`src/rtl/bram_port_arbiter.sv`:
```
// ---------------------------------------------------------------------------
// bram_port_arbiter
//
// Shares one dual-port BRAM between two kernel memory requesters. Port 0
// carries loads and port 1 carries stores. Loads and stores are arbitrated
// independently, each with its own 1-bit round-robin pointer.
//
// Handshake: a request transfers in the cycle where valid[i] and ready[i]
// are both 1. ready is combinational from the valid inputs and the pointer,
// and at most one ready bit per arbiter is 1. Load responses (rd_valid) have
// no backpressure and appear exactly one cycle after the load grant.
//
// Optional build macro: ARB_RAW_STALL_EN
//   When defined, a load whose address matches the store granted in the same
//   cycle is held off, so that it later returns the freshly written data.
//
// Ports (requester i occupies bits [i*W +: W] of packed vectors):
//   clk, rst                 clock, synchronous active-low reset
//   ld_valid/ld_ready/ld_addr  load request channel (2 requesters)
//   rd_valid/rd_data         load response channel
//   st_valid/st_ready/st_addr/st_data  store request channel
//   ce0/we0/address0/dout0/din0  BRAM port 0 (read-only use)
//   ce1/we1/address1/dout1   BRAM port 1 (write-only use)
// ---------------------------------------------------------------------------
module bram_port_arbiter #(
    parameter int DATA_WIDTH = 8,
    parameter int ADDR_WIDTH = 7
) (
    input  logic                    clk,
    input  logic                    rst,
    input  logic [1:0]              ld_valid,
    output logic [1:0]              ld_ready,
    input  logic [2*ADDR_WIDTH-1:0] ld_addr,
    output logic [1:0]              rd_valid,
    output logic [2*DATA_WIDTH-1:0] rd_data,
    input  logic [1:0]              st_valid,
    output logic [1:0]              st_ready,
    input  logic [2*ADDR_WIDTH-1:0] st_addr,
    input  logic [2*DATA_WIDTH-1:0] st_data,
    output logic                    ce0,
    output logic                    we0,
    output logic [ADDR_WIDTH-1:0]   address0,
    output logic [DATA_WIDTH-1:0]   dout0,
    input  logic [DATA_WIDTH-1:0]   din0,
    output logic                    ce1,
    output logic                    we1,
    output logic [ADDR_WIDTH-1:0]   address1,
    output logic [DATA_WIDTH-1:0]   dout1
);

    // Round-robin pick between two requesters; ptr names the winner on a tie.
    function automatic logic [1:0] arb(input logic [1:0] v, input logic ptr);
        case (v)
            2'b01:   return 2'b01;
            2'b10:   return 2'b10;
            2'b11:   return ptr ? 2'b10 : 2'b01;
            default: return 2'b00;
        endcase
    endfunction

    logic                  ld_ptr_q, ld_ptr_d;
    logic                  st_ptr_q, st_ptr_d;
    logic                  rd_pend_q, rd_pend_d;
    logic                  rd_idx_q, rd_idx_d;

    logic [1:0]            ld_cand;
    logic [1:0]            ld_gnt;
    logic [1:0]            st_gnt;
    logic [ADDR_WIDTH-1:0] ld_sel_addr;
    logic [ADDR_WIDTH-1:0] st_sel_addr;
    logic [DATA_WIDTH-1:0] st_sel_data;
    logic                  raw_hit;

    always_comb begin
        ld_cand     = arb(ld_valid, ld_ptr_q);
        st_gnt      = rst ? arb(st_valid, st_ptr_q) : 2'b00;
        // Candidate addresses are muxed by the would-be winner so the RAW
        // compare can see the load address before the load grant exists.
        ld_sel_addr = ld_cand[1] ? ld_addr[2*ADDR_WIDTH-1:ADDR_WIDTH]
                                 : ld_addr[ADDR_WIDTH-1:0];
        st_sel_addr = st_gnt[1]  ? st_addr[2*ADDR_WIDTH-1:ADDR_WIDTH]
                                 : st_addr[ADDR_WIDTH-1:0];
        st_sel_data = st_gnt[1]  ? st_data[2*DATA_WIDTH-1:DATA_WIDTH]
                                 : st_data[DATA_WIDTH-1:0];
    end

`ifdef ARB_RAW_STALL_EN
    // A load to the address being written this cycle waits; the pointer is
    // left alone so the stalled requester keeps its turn.
    assign raw_hit = (|st_gnt) && (|ld_cand) && (ld_sel_addr == st_sel_addr);
`else
    assign raw_hit = 1'b0;
`endif

    assign ld_gnt = (rst && !raw_hit) ? ld_cand : 2'b00;

    // Request-side outputs
    assign ld_ready = ld_gnt;
    assign st_ready = st_gnt;

    // BRAM port 0: loads only
    assign ce0      = |ld_gnt;
    assign we0      = 1'b0;
    assign address0 = ce0 ? ld_sel_addr : '0;
    assign dout0    = '0;

    // BRAM port 1: stores only
    assign ce1      = |st_gnt;
    assign we1      = ce1;
    assign address1 = ce1 ? st_sel_addr : '0;
    assign dout1    = ce1 ? st_sel_data : '0;

    // Load response: din0 is routed to the requester that issued last cycle.
    always_comb begin
        rd_valid = 2'b00;
        rd_data  = '0;
        if (rd_pend_q) begin
            if (rd_idx_q) begin
                rd_valid                           = 2'b10;
                rd_data[2*DATA_WIDTH-1:DATA_WIDTH] = din0;
            end else begin
                rd_valid                  = 2'b01;
                rd_data[DATA_WIDTH-1:0]   = din0;
            end
        end
    end

    // Next state: after a grant the pointer favours the other requester.
    always_comb begin
        ld_ptr_d  = (|ld_gnt) ? ld_gnt[0] : ld_ptr_q;
        st_ptr_d  = (|st_gnt) ? st_gnt[0] : st_ptr_q;
        rd_pend_d = |ld_gnt;
        rd_idx_d  = (|ld_gnt) ? ld_gnt[1] : rd_idx_q;
    end

    always_ff @(posedge clk) begin
        if (!rst) begin
            ld_ptr_q  <= 1'b0;
            st_ptr_q  <= 1'b0;
            rd_pend_q <= 1'b0;
            rd_idx_q  <= 1'b0;
        end else begin
            ld_ptr_q  <= ld_ptr_d;
            st_ptr_q  <= st_ptr_d;
            rd_pend_q <= rd_pend_d;
            rd_idx_q  <= rd_idx_d;
        end
    end

endmodule

```
`config.mk`:
```
export PLATFORM = sky130hd
export DESIGN_NAME = bram_port_arbiter
export DESIGN_NICKNAME = d
export VERILOG_FILES = /design/src/rtl/bram_port_arbiter.sv
export SDC_FILE = /design/constraint.sdc
export NUM_CORES = 1
export LEC_CHECK = 0
export BUFFER_PORTS_ARGS = -buffer_cell sky130_fd_sc_hd__buf_2
export CORE_MARGIN = 2
export CORE_UTILIZATION = 25
export CTS_CLUSTER_SIZE = 24
export DETAILED_ROUTE_END_ITERATION = 7
export PLACE_DENSITY_LB_ADDON = 0.25
export SKIP_LAST_GASP = 1
export SLEW_MARGIN = 20
export SYNTH_ARGS = -nofsm -noshare
export SYNTH_HDL_FRONTEND = slang
export SYNTH_SLANG_ARGS = --single-unit
```
`constraint.sdc`:
```
create_clock -name clk -period 2.36 [get_ports clk]
set_clock_uncertainty 0.15 [all_clocks]
set_input_delay 0.118 -clock clk [delete_from_list [all_inputs] [get_ports clk]]
set_output_delay 0.118 -clock clk [all_outputs]
set_load 0.005 [all_outputs]
```
==> results of run 1 <==
-- cell type report --
cell class | instances | area (um^2) | share of cell area
repair buffers | 105 | 528 | 0.427
flip-flops and latches | 4 | 80.1 | 0.0648
well taps | 31 | 38.8 | 0.0314
clock buffers | 3 | 22.5 | 0.0182
inverters | 3 | 11.3 | 0.00911
multi-input cells | 113 | 556 | 0.449
-- cell families after synthesis --
logic type	after synthesis	synth area share
and+or+nand+nor	77	0.452
AOI/OAI and AO/OA	27	0.243
buffers and inverters	22	0.193
DFF	4	0.107
other	1	0.00500
-- routing by layer --
layer,global-route usage,vias to the layer above,share of wire
li1,-,617,-
met1,0.149,474,0.36
met2,0.286,69,0.53
met3,0.0264,4,0.10
met4,0.0779,0,0.016
met5,0,-,0
-- synthesized netlist by cell type, drive strengths merged --
library cell,number
and2,9
a21oi,1
and3,9
dfxtp,4
clkbuf,2
o211a,1
buf,17
o21ai,3
nor2,9
inv,3
nor2b,1
o22ai,22
conb,1
nand2,49
-- power groups by stage --
stage	Combinational (mW)	Clock (mW)	Sequential, mW
2_1_floorplan	0.112	0	0.0784
3_3_place_gp	0.192	0	0.0812
3_5_place_dp	0.191	0	0.0812
4_1_cts	0.192	0.0911	0.0802
5_1_grt	0.214	0.0992	0.0814
6_report	0.189	0.0863	0.0801
-- path summary, 6_finish.rpt --
| kind | startpoint | to | depth (start not counted) |
|---|---|---|---|
| worst min-delay path | ld_valid[1] | rd_pend_q | 3 |
| worst min register to register | ld_ptr_q | ld_ptr_q | 1 |
| worst max-delay path | rd_pend_q | rd_data[6] | 3 |
| worst max register to register | ld_ptr_q | rd_idx_q | 2 |
-- critical path: cells and delay by family (launching register included) --
family / cells / cell delay, ns
buffers and inverters: 1 / 0.11
DFF: 1 / 0.42
and+or+nand+nor: 2 / 0.54
-- sequential cells by signal, indices dropped and copies added (netlist names) --
name	cells
ld_ptr_q	1
rd_idx_q	1
rd_pend_q	1
st_ptr_q	1
==> results.md, run 1 <==
- DP Area: 0.00121 mm^2
- RePlAce Congestion: 0.765
- Final HPWL DP: 2240 um
- Sink Count: 4
- Hold Vio Cnt, Final: 0
- Slew Limit Fails: 0
- Leakage: 0.807 nW
- RSZ-0062 raised after global routing: false
- Rows: 19
- # hold bufs at CTS: 0
- Global Route Usage Sum: 0.149
- DR DRC count: 7
- Pwr/cell area: 288 mW/mm^2
- Synthesis-to-layout area growth: 64.7%
- Minimum clock period: 1.56 ns
- Nets: 288
- Final core occ: 0.441
- Initial Util: 0.268
- CP arrival: 1.29 ns
- First-pass GRT wire length: 3990 um
- Via Count: 1164
- R2r setup slk: 1.32 ns
- Switching share of power: 0.366
- Die Area: 0.00346 mm^2
- DR iter-0 viols: 44
- Vias in the first global route: 973
- Core area: 0.00281 mm^2
- Vias per Instance: 4.49
- Maxcap violations: 0
- Worst slack at placement: 0.961 ns
- Count of final setup violators: 0
- Max incr delay on CP: 0.42 ns
- Synth top area share: 0.240
- Hold Slack: 0.0180 ns
- Register share of total power: 0.225
- Critical Path RT: 2.09 ns
- Yosys top cell by area: nand2_1
- Combinational share of power: 0.532
- Post-synthesis sequential area ratio: 0.107
- Final Non-Filler Cells: 259
- DIE HEIGHT: 58.8 um
- CTS Buf Count: 3
- Pint: 0.226 mW
- Syn. warnings: 0
- Pre-antenna DRT Iters: 6
- Setup TNS: 0 ns
- Worst vdd ir: 0.000100 V
- IO buf count: 104
- Post-synthesis cell type count: 20
- #FFs+latches synth: 4
- CTS tree: done
- Tot Pwr: 0.356 mW
- Failing checks: DRC
- CTS H-tree depth: 1
- Share of post-route cells with drive strength above 1: 0.491
- Status: finished with violations
- Commonest non-fill, non-tap cell in the layout: buf_2
- Fmax: 642 MHz
- Drt wl/cell: 10.4 um
- Cell count after synthesis: 131
- Cell area after layout: 0.00124 mm^2
- Initial antenna violation count: 0
- Dpl cells: 256
- Setup ws final: 0.802 ns
- Clk network pwr share: 0.243
- Tcrit/Tclk final: 0.660
- CTS Root Cell: clkbuf_4
- WS Path Type: register to output port
- Antenna-violating nets left: 0
- Syn avg cell area: 5.73 um^2
- Largest net degree at the start of global routing: 31
- Most frequent cells in the layout: 104 x buf_2, 48 x nand2_1, 22 x o22ai_1
- CP Cell Sequence: nor2b_1, and2_1, buf_2
- CP endpoint kind: output port
- NetSw: 0.130 mW
- Die X: 58.8 um
- Clock transition at path regs: 0.04 ns
- Total wire length: 2690 um
- Worst skew pair latency: 0.24 ns
- Ant diodes: 0
- Worst Hold Class: primary input to register
- Type of origin of the critical path: register
- Clock buffer depth: 2
- Post-synthesis cell area: 751 um^2
- Critical path fanouts, max: 10
- Leading post-synthesis cells by cell area: nand2_1 24%, o22ai_1 18%, buf_4 14%
- # fillers: 320
- # Post-CTS Setup Buffers: 0
- CTS resizes: 0
- Slowest-stage cell, CP: dfxtp_1
- Total grt overflow: 0
- I/O pins: 114
Note: power is estimated with default switching activity, not from simulation.
==> run 2: changes to the inputs <==
==> constraint.sdc (replaced) <==
create_clock -name clk -period 1.3 [get_ports clk]
set_clock_uncertainty 0.15 [all_clocks]
set_input_delay 0.065 -clock clk [delete_from_list [all_inputs] [get_ports clk]]
set_output_delay 0.065 -clock clk [all_outputs]
set_load 0.005 [all_outputs]
==> results.md, run 2 (synthesized netlist as in run 1, its figures left out) <==
- DIE HEIGHT: 58.8 um (unchanged)
- CP arrival: 1.13 ns (-0.16 ns)
- CTS Buf Count: 3 (unchanged)
- Tot Pwr: 0.714 mW (+100%)
- First-pass GRT wire length: 3800 um (-4.8%)
- Failing checks: DRC, hold timing, setup timing
- Drt wl/cell: 10.8 um (+3.7%)
- Status: finished with violations
- Critical Path RT: 1.09 ns (-1.00 ns)
- Type of origin of the critical path: register
- Antenna-violating nets left: 0 (unchanged)
- DR iter-0 viols: 29 (-34%)
- Most frequent cells in the layout: 104 x buf_2, 45 x nand2_1, 17 x o22ai_1
- CP Cell Sequence: o21ai_4, buf_12, o22ai_2, buf_2
- Switching share of power: 0.369 (+0.00352)
- Pre-antenna DRT Iters: 6 (unchanged)
- Synthesis-to-layout area growth: 89.2%
- Slew Limit Fails: 0 (unchanged)
- Clk network pwr share: 0.216 (-0.027)
- Clock buffer depth: 2 (unchanged)
- Slowest-stage cell, CP: dfxtp_4
- Share of post-route cells with drive strength above 1: 0.553 (+0.0615)
- Leakage: 0.891 nW (+10%)
- Final HPWL DP: 2220 um (-1.2%)
- Global Route Usage Sum: 0.138 (-0.0111)
- Cell area after layout: 0.00142 mm^2 (+15%)
- # fillers: 296 (-7.5%)
- Top delay family on crit path: flip-flops
- Tcrit/Tclk final: 1.03
- Combinational share of power: 0.582 (+0.050)
- Total grt overflow: 0 (unchanged)
- Initial Util: 0.268 (unchanged)
- CTS H-tree depth: 1 (unchanged)
- NetSw: 0.264 mW (+100%)
- Die X: 58.8 um (unchanged)
- CTS Root Cell: clkbuf_4
- Nets: 297 (+3.1%)
- Register share of total power: 0.203 (-0.022)
- RSZ-0062 raised after global routing: true
- Rows: 19 (unchanged)
- Hold Slack: -0.000815 ns (-0.0188 ns)
- WS Path Type: register to output port
- Hold Vio Cnt, Final: 1 (+1)
- Die Area: 0.00346 mm^2 (unchanged)
- DR DRC count: 7 (unchanged)
- Maxcap violations: 0 (unchanged)
- Worst vdd ir: 0.000364 V (+260%)
- Via Count: 1203 (+3.4%)
- Initial antenna violation count: 0 (unchanged)
- Setup ws final: -0.0439 ns (-0.846 ns)
- Stages on the worst setup path: 4 (+1)
- Dpl cells: 261 (+2.0%)
- CP endpoint kind: output port
- I/O pins: 114 (unchanged)
- Worst skew pair latency: 0.24 ns (about the same)
- Final Non-Filler Cells: 268 (+3.5%)
- Multi-input gate area in the final layout: 647 um^2 (+16%)
- CTS tree: done
- Clock transition at path regs: 0.04 ns (about the same)
- Commonest non-fill, non-tap cell in the layout: buf_2
- Pwr/cell area: 503 mW/mm^2 (+75%)
- Worst path bufs/invs: 2 (+1)
- RePlAce Congestion: 0.720 (-5.9%)
- Ant diodes: 0 (unchanged)
- Pint: 0.451 mW (+100%)
- Fmax: 744 MHz
- IO buf count: 104 (unchanged)
- Vias per Instance: 4.49 (-0.12%)
- Max incr delay on CP: 0.35 ns (-0.07 ns)
- R2R depth: 2 (unchanged)
- Sink Count: 4 (unchanged)
- Storage cell area: 87.6 um^2 (+9.4%)
- Vias in the first global route: 906 (-6.9%)
- Critical path fanouts, max: 16 (+6)
- DP Area: 0.00128 mm^2 (+5.2%)
- Minimum clock period: 1.34 ns
- Worst hold path cell count: 3 (unchanged)
- Largest net degree at the start of global routing: 26 (-16%)
- Count of final setup violators: 15 (+15)
- Total wire length: 2880 um (+7.3%)
- Worst Hold Class: primary input to register
- Core area: 0.00281 mm^2 (unchanged)
==> run 2: tightest hold or removal path: cells and delay by family <==
| family | cells | cell delay [ns] |
|---|---|---|
| buf+inv | 1 | 0.15 |
| simple gates | 2 | 0.13 |
==> run 2: through the flow <==
step,setup TNS [ns],util,setup slack (ns)
6_report,-0.514,0.506,-0.0439
5_1_grt,-1.24,0.506,-0.0897
4_1_cts,-0.463,0.487,-0.0676
3_5_place_dp,0,0.455,0.0905
3_3_place_gp,0,0.455,0.0925
2_1_floorplan,0,-,0.283
==> run 2: timing repair <==
action / 4_1_cts / 5_1_grt
hold endpoints to repair: 2 / 0
hold buffers: 2 / 0
gates resized for setup: 11 / 10
pin swaps: 2 / 5
endpoints found under the setup margin: 33 / 33
buffers inserted: 0 / 0
gates cloned: 0 / 2
==> run 2: metal layers <==
layer  wire length (um)  vias up  track usage
met1               1080      495        0.157
met5                  0        -            0
met4                  0        0       0.0292
met3                272        0       0.0308
met2               1540       72        0.259
li1                   -      636            -
==> run 2: final timing paths <==
check,start,to,slack (ns)
worst max register to register,ld_ptr_q,rd_idx_q,0.35
worst min-delay path,ld_valid[0],rd_pend_q,-0.0008
worst max-delay path,st_ptr_q,address1[6],-0.04
worst min register to register,st_ptr_q,st_ptr_q,0.41
==> run 2: final cells by class <==
| class | instances | share of cell area |
|---|---|---|
| Clock buffer | 3 | 0.0159 |
| Inverter | 3 | 0.00793 |
| Multi-Input combinational cell | 115 | 0.456 |
| Sequential cell | 4 | 0.0617 |
| Tap cell | 31 | 0.0273 |
| Timing Repair Buffer | 112 | 0.432 |
==> run 2: power by group through the flow <==
stage | sequential, mW | combinational, mW | clock, mW
after global placement | 0.141 | 0.379 | 0
after floorplan | 0.142 | 0.203 | 0
final | 0.145 | 0.415 | 0.154
after global routing | 0.146 | 0.461 | 0.167
after detailed placement | 0.142 | 0.377 | 0
after CTS | 0.143 | 0.399 | 0.161
==> run 3: changes to the inputs <==
--- a/config.mk
+++ b/config.mk
@@ -6,11 +6,11 @@
 export NUM_CORES = 1
 export LEC_CHECK = 0
 export BUFFER_PORTS_ARGS = -buffer_cell sky130_fd_sc_hd__buf_2
-export CORE_MARGIN = 2
 export CORE_UTILIZATION = 25
 export CTS_CLUSTER_SIZE = 24
 export DETAILED_ROUTE_END_ITERATION = 7
 export PLACE_DENSITY_LB_ADDON = 0.25
+export SKIP_CTS_REPAIR_TIMING = 1
 export SKIP_LAST_GASP = 1
 export SLEW_MARGIN = 20
 export SYNTH_ARGS = -nofsm -noshare
==> results.md, run 3 (synthesized netlist as in run 1, its figures left out) <==
- Vias in the first global route: 1016 (+12%)
- Pwr/cell area: 512 mW/mm^2 (+1.8%)
- Worst skew pair latency: 0.23 ns (about the same)
- Initial Util: 0.268 (unchanged)
- Die X: 56.8 um (-3.4%)
- Tcrit/Tclk final: 1.03 (-0.00664)
- Slowest-stage cell, CP: dfxtp_4
- Clock buffer depth: 2 (unchanged)
- Nets: 295 (-0.67%)
- Storage cell area: 87.6 um^2 (unchanged)
- Leakage: 0.872 nW (-2.1%)
- Tot Pwr: 0.711 mW (-0.49%)
- CTS Root Cell: clkbuf_4
- CTS tree: done
- Max incr delay on CP: 0.35 ns (about the same)
- Most frequent cells in the layout: 104 x buf_2, 45 x nand2_1, 18 x o22ai_1
- Setup ws final: -0.0352 ns (+0.00863 ns)
- Initial antenna violation count: 0 (unchanged)
- Total wire length: 2850 um (-1.2%)
- Worst slack at placement: 0.0820 ns (-0.00851 ns)
- Hold Vio Cnt, Final: 0 (-1)
- Fmax: 749 MHz (+0.65%)
- CTS Buf Count: 3 (unchanged)
- CP Cell Sequence: o21ai_4, buf_12, o22ai_1, buf_2
- CTS H-tree depth: 1 (unchanged)
- Ant diodes: 0 (unchanged)
- DR DRC count: 18 (+11)
- Share of post-route cells with drive strength above 1: 0.549 (-0.00381)
- CP endpoint kind: output port
- IO buf count: 104 (unchanged)
- Worst vdd ir: 0.000255 V (-30%)
- Commonest non-fill, non-tap cell in the layout: buf_2
- # fillers: 308 (+4.1%)
- Global Route Usage Sum: 0.158 (+0.0199)
- Vias per Instance: 4.56 (+1.7%)
- Top delay family on crit path: flip-flops
- Clock transition at path regs: 0.04 ns (about the same)
- Largest net degree at the start of global routing: 31 (+19%)
- DIE HEIGHT: 56.8 um (-3.4%)
- Pre-antenna DRT Iters: 6 (unchanged)
- Critical Path RT: 1.09 ns (about the same)
- CP arrival: 1.12 ns (about the same)
- Synthesis-to-layout area growth: 85.0%
- Via Count: 1214 (+0.91%)
- Worst Hold Class: primary input to register
- Rows: 19 (unchanged)
- I/O pins: 114 (unchanged)
- Slew Limit Fails: 0 (unchanged)
- Status: finished with violations
- Type of origin of the critical path: register
- RSZ-0062 raised after global routing: true
- Maxcap violations: 0 (unchanged)
- DP Area: 0.00127 mm^2 (-0.59%)
- Count of final setup violators: 15 (unchanged)
- Drt wl/cell: 10.7 um (-0.47%)
- First-pass GRT wire length: 4100 um (+8.0%)
- Sink Count: 4 (unchanged)
- Core area: 0.00281 mm^2 (unchanged)
- Multi-input gate area in the final layout: 638 um^2 (-1.4%)
- Total grt overflow: 0 (unchanged)
- Failing checks: DRC, setup timing
- Minimum clock period: 1.34 ns (-0.00863 ns)
- RePlAce Congestion: 0.730 (+1.4%)
- Setup TNS: -0.463 ns (+0.0511 ns)
- WS Path Type: register to output port
- Antenna-violating nets left: 0 (unchanged)
- Die Area: 0.00323 mm^2 (-6.7%)
- Cell area after layout: 0.00139 mm^2 (-2.2%)
- Final core occ: 0.495 (-0.0112)
- Critical path fanouts, max: 16 (unchanged)
- Worst path bufs/invs: 2 (unchanged)
- DR iter-0 viols: 64 (+120%)
- Final HPWL DP: 2150 um (-3.1%)
==> run 3: cell types whose count changed in the layout (fill, tap and decap cells not counted), sizes merged <==
cell / previous run / this run
dlymetal6s4s: 1 / 0
dlygate4sd3: 1 / 0
==> run 3: per-stage QoR <==
stage	hold WS [ns]	instances
after global routing	0.0111	266
after CTS	-0.0442	263
after global placement	0.197	260
after detailed placement	0.206	260
after floorplan	0.0405	139
final	0.00232	266
==> run 3: layout make-up <==
| class | instances | area share |
|---|---|---|
| Multi-Input combinational cell | 115 | 0.459 |
| Timing Repair Buffer | 110 | 0.425 |
| Sequential cell | 4 | 0.0631 |
| Tap cell | 31 | 0.0279 |
| Clock buffer | 3 | 0.0162 |
| Inverter | 3 | 0.00811 |
==> run 3: routing by layer <==
layer  vias to the layer above  global-route usage  part of all wire
met5                         -                   0                 0
met4                         0              0.0627            0.0067
met3                         2              0.0230             0.085
met2                        74               0.294              0.52
met1                       504               0.177              0.38
li1                        634                   -                 -
==> run 3: path summary, 6_finish.rpt <==
kind,from,end,slack [ns],depth (start not counted)
worst max register to register,ld_ptr_q,rd_idx_q,0.29,3
worst min register to register,st_ptr_q,st_ptr_q,0.41,2
worst min-delay path,ld_valid[0],ld_ptr_q,0.002,2
worst max-delay path,st_ptr_q,address1[5],-0.04,4
==> run 3: power by group <==
| part | switching, mW | internal [mW] | leakage (nW) |
|---|---|---|---|
| combinational | 0.198 | 0.210 | 0.824 |
| clock | 0.0555 | 0.104 | 0.0138 |
| sequential | 0.0116 | 0.132 | 0.0345 |
| total | 0.266 | 0.445 | 0.872 |
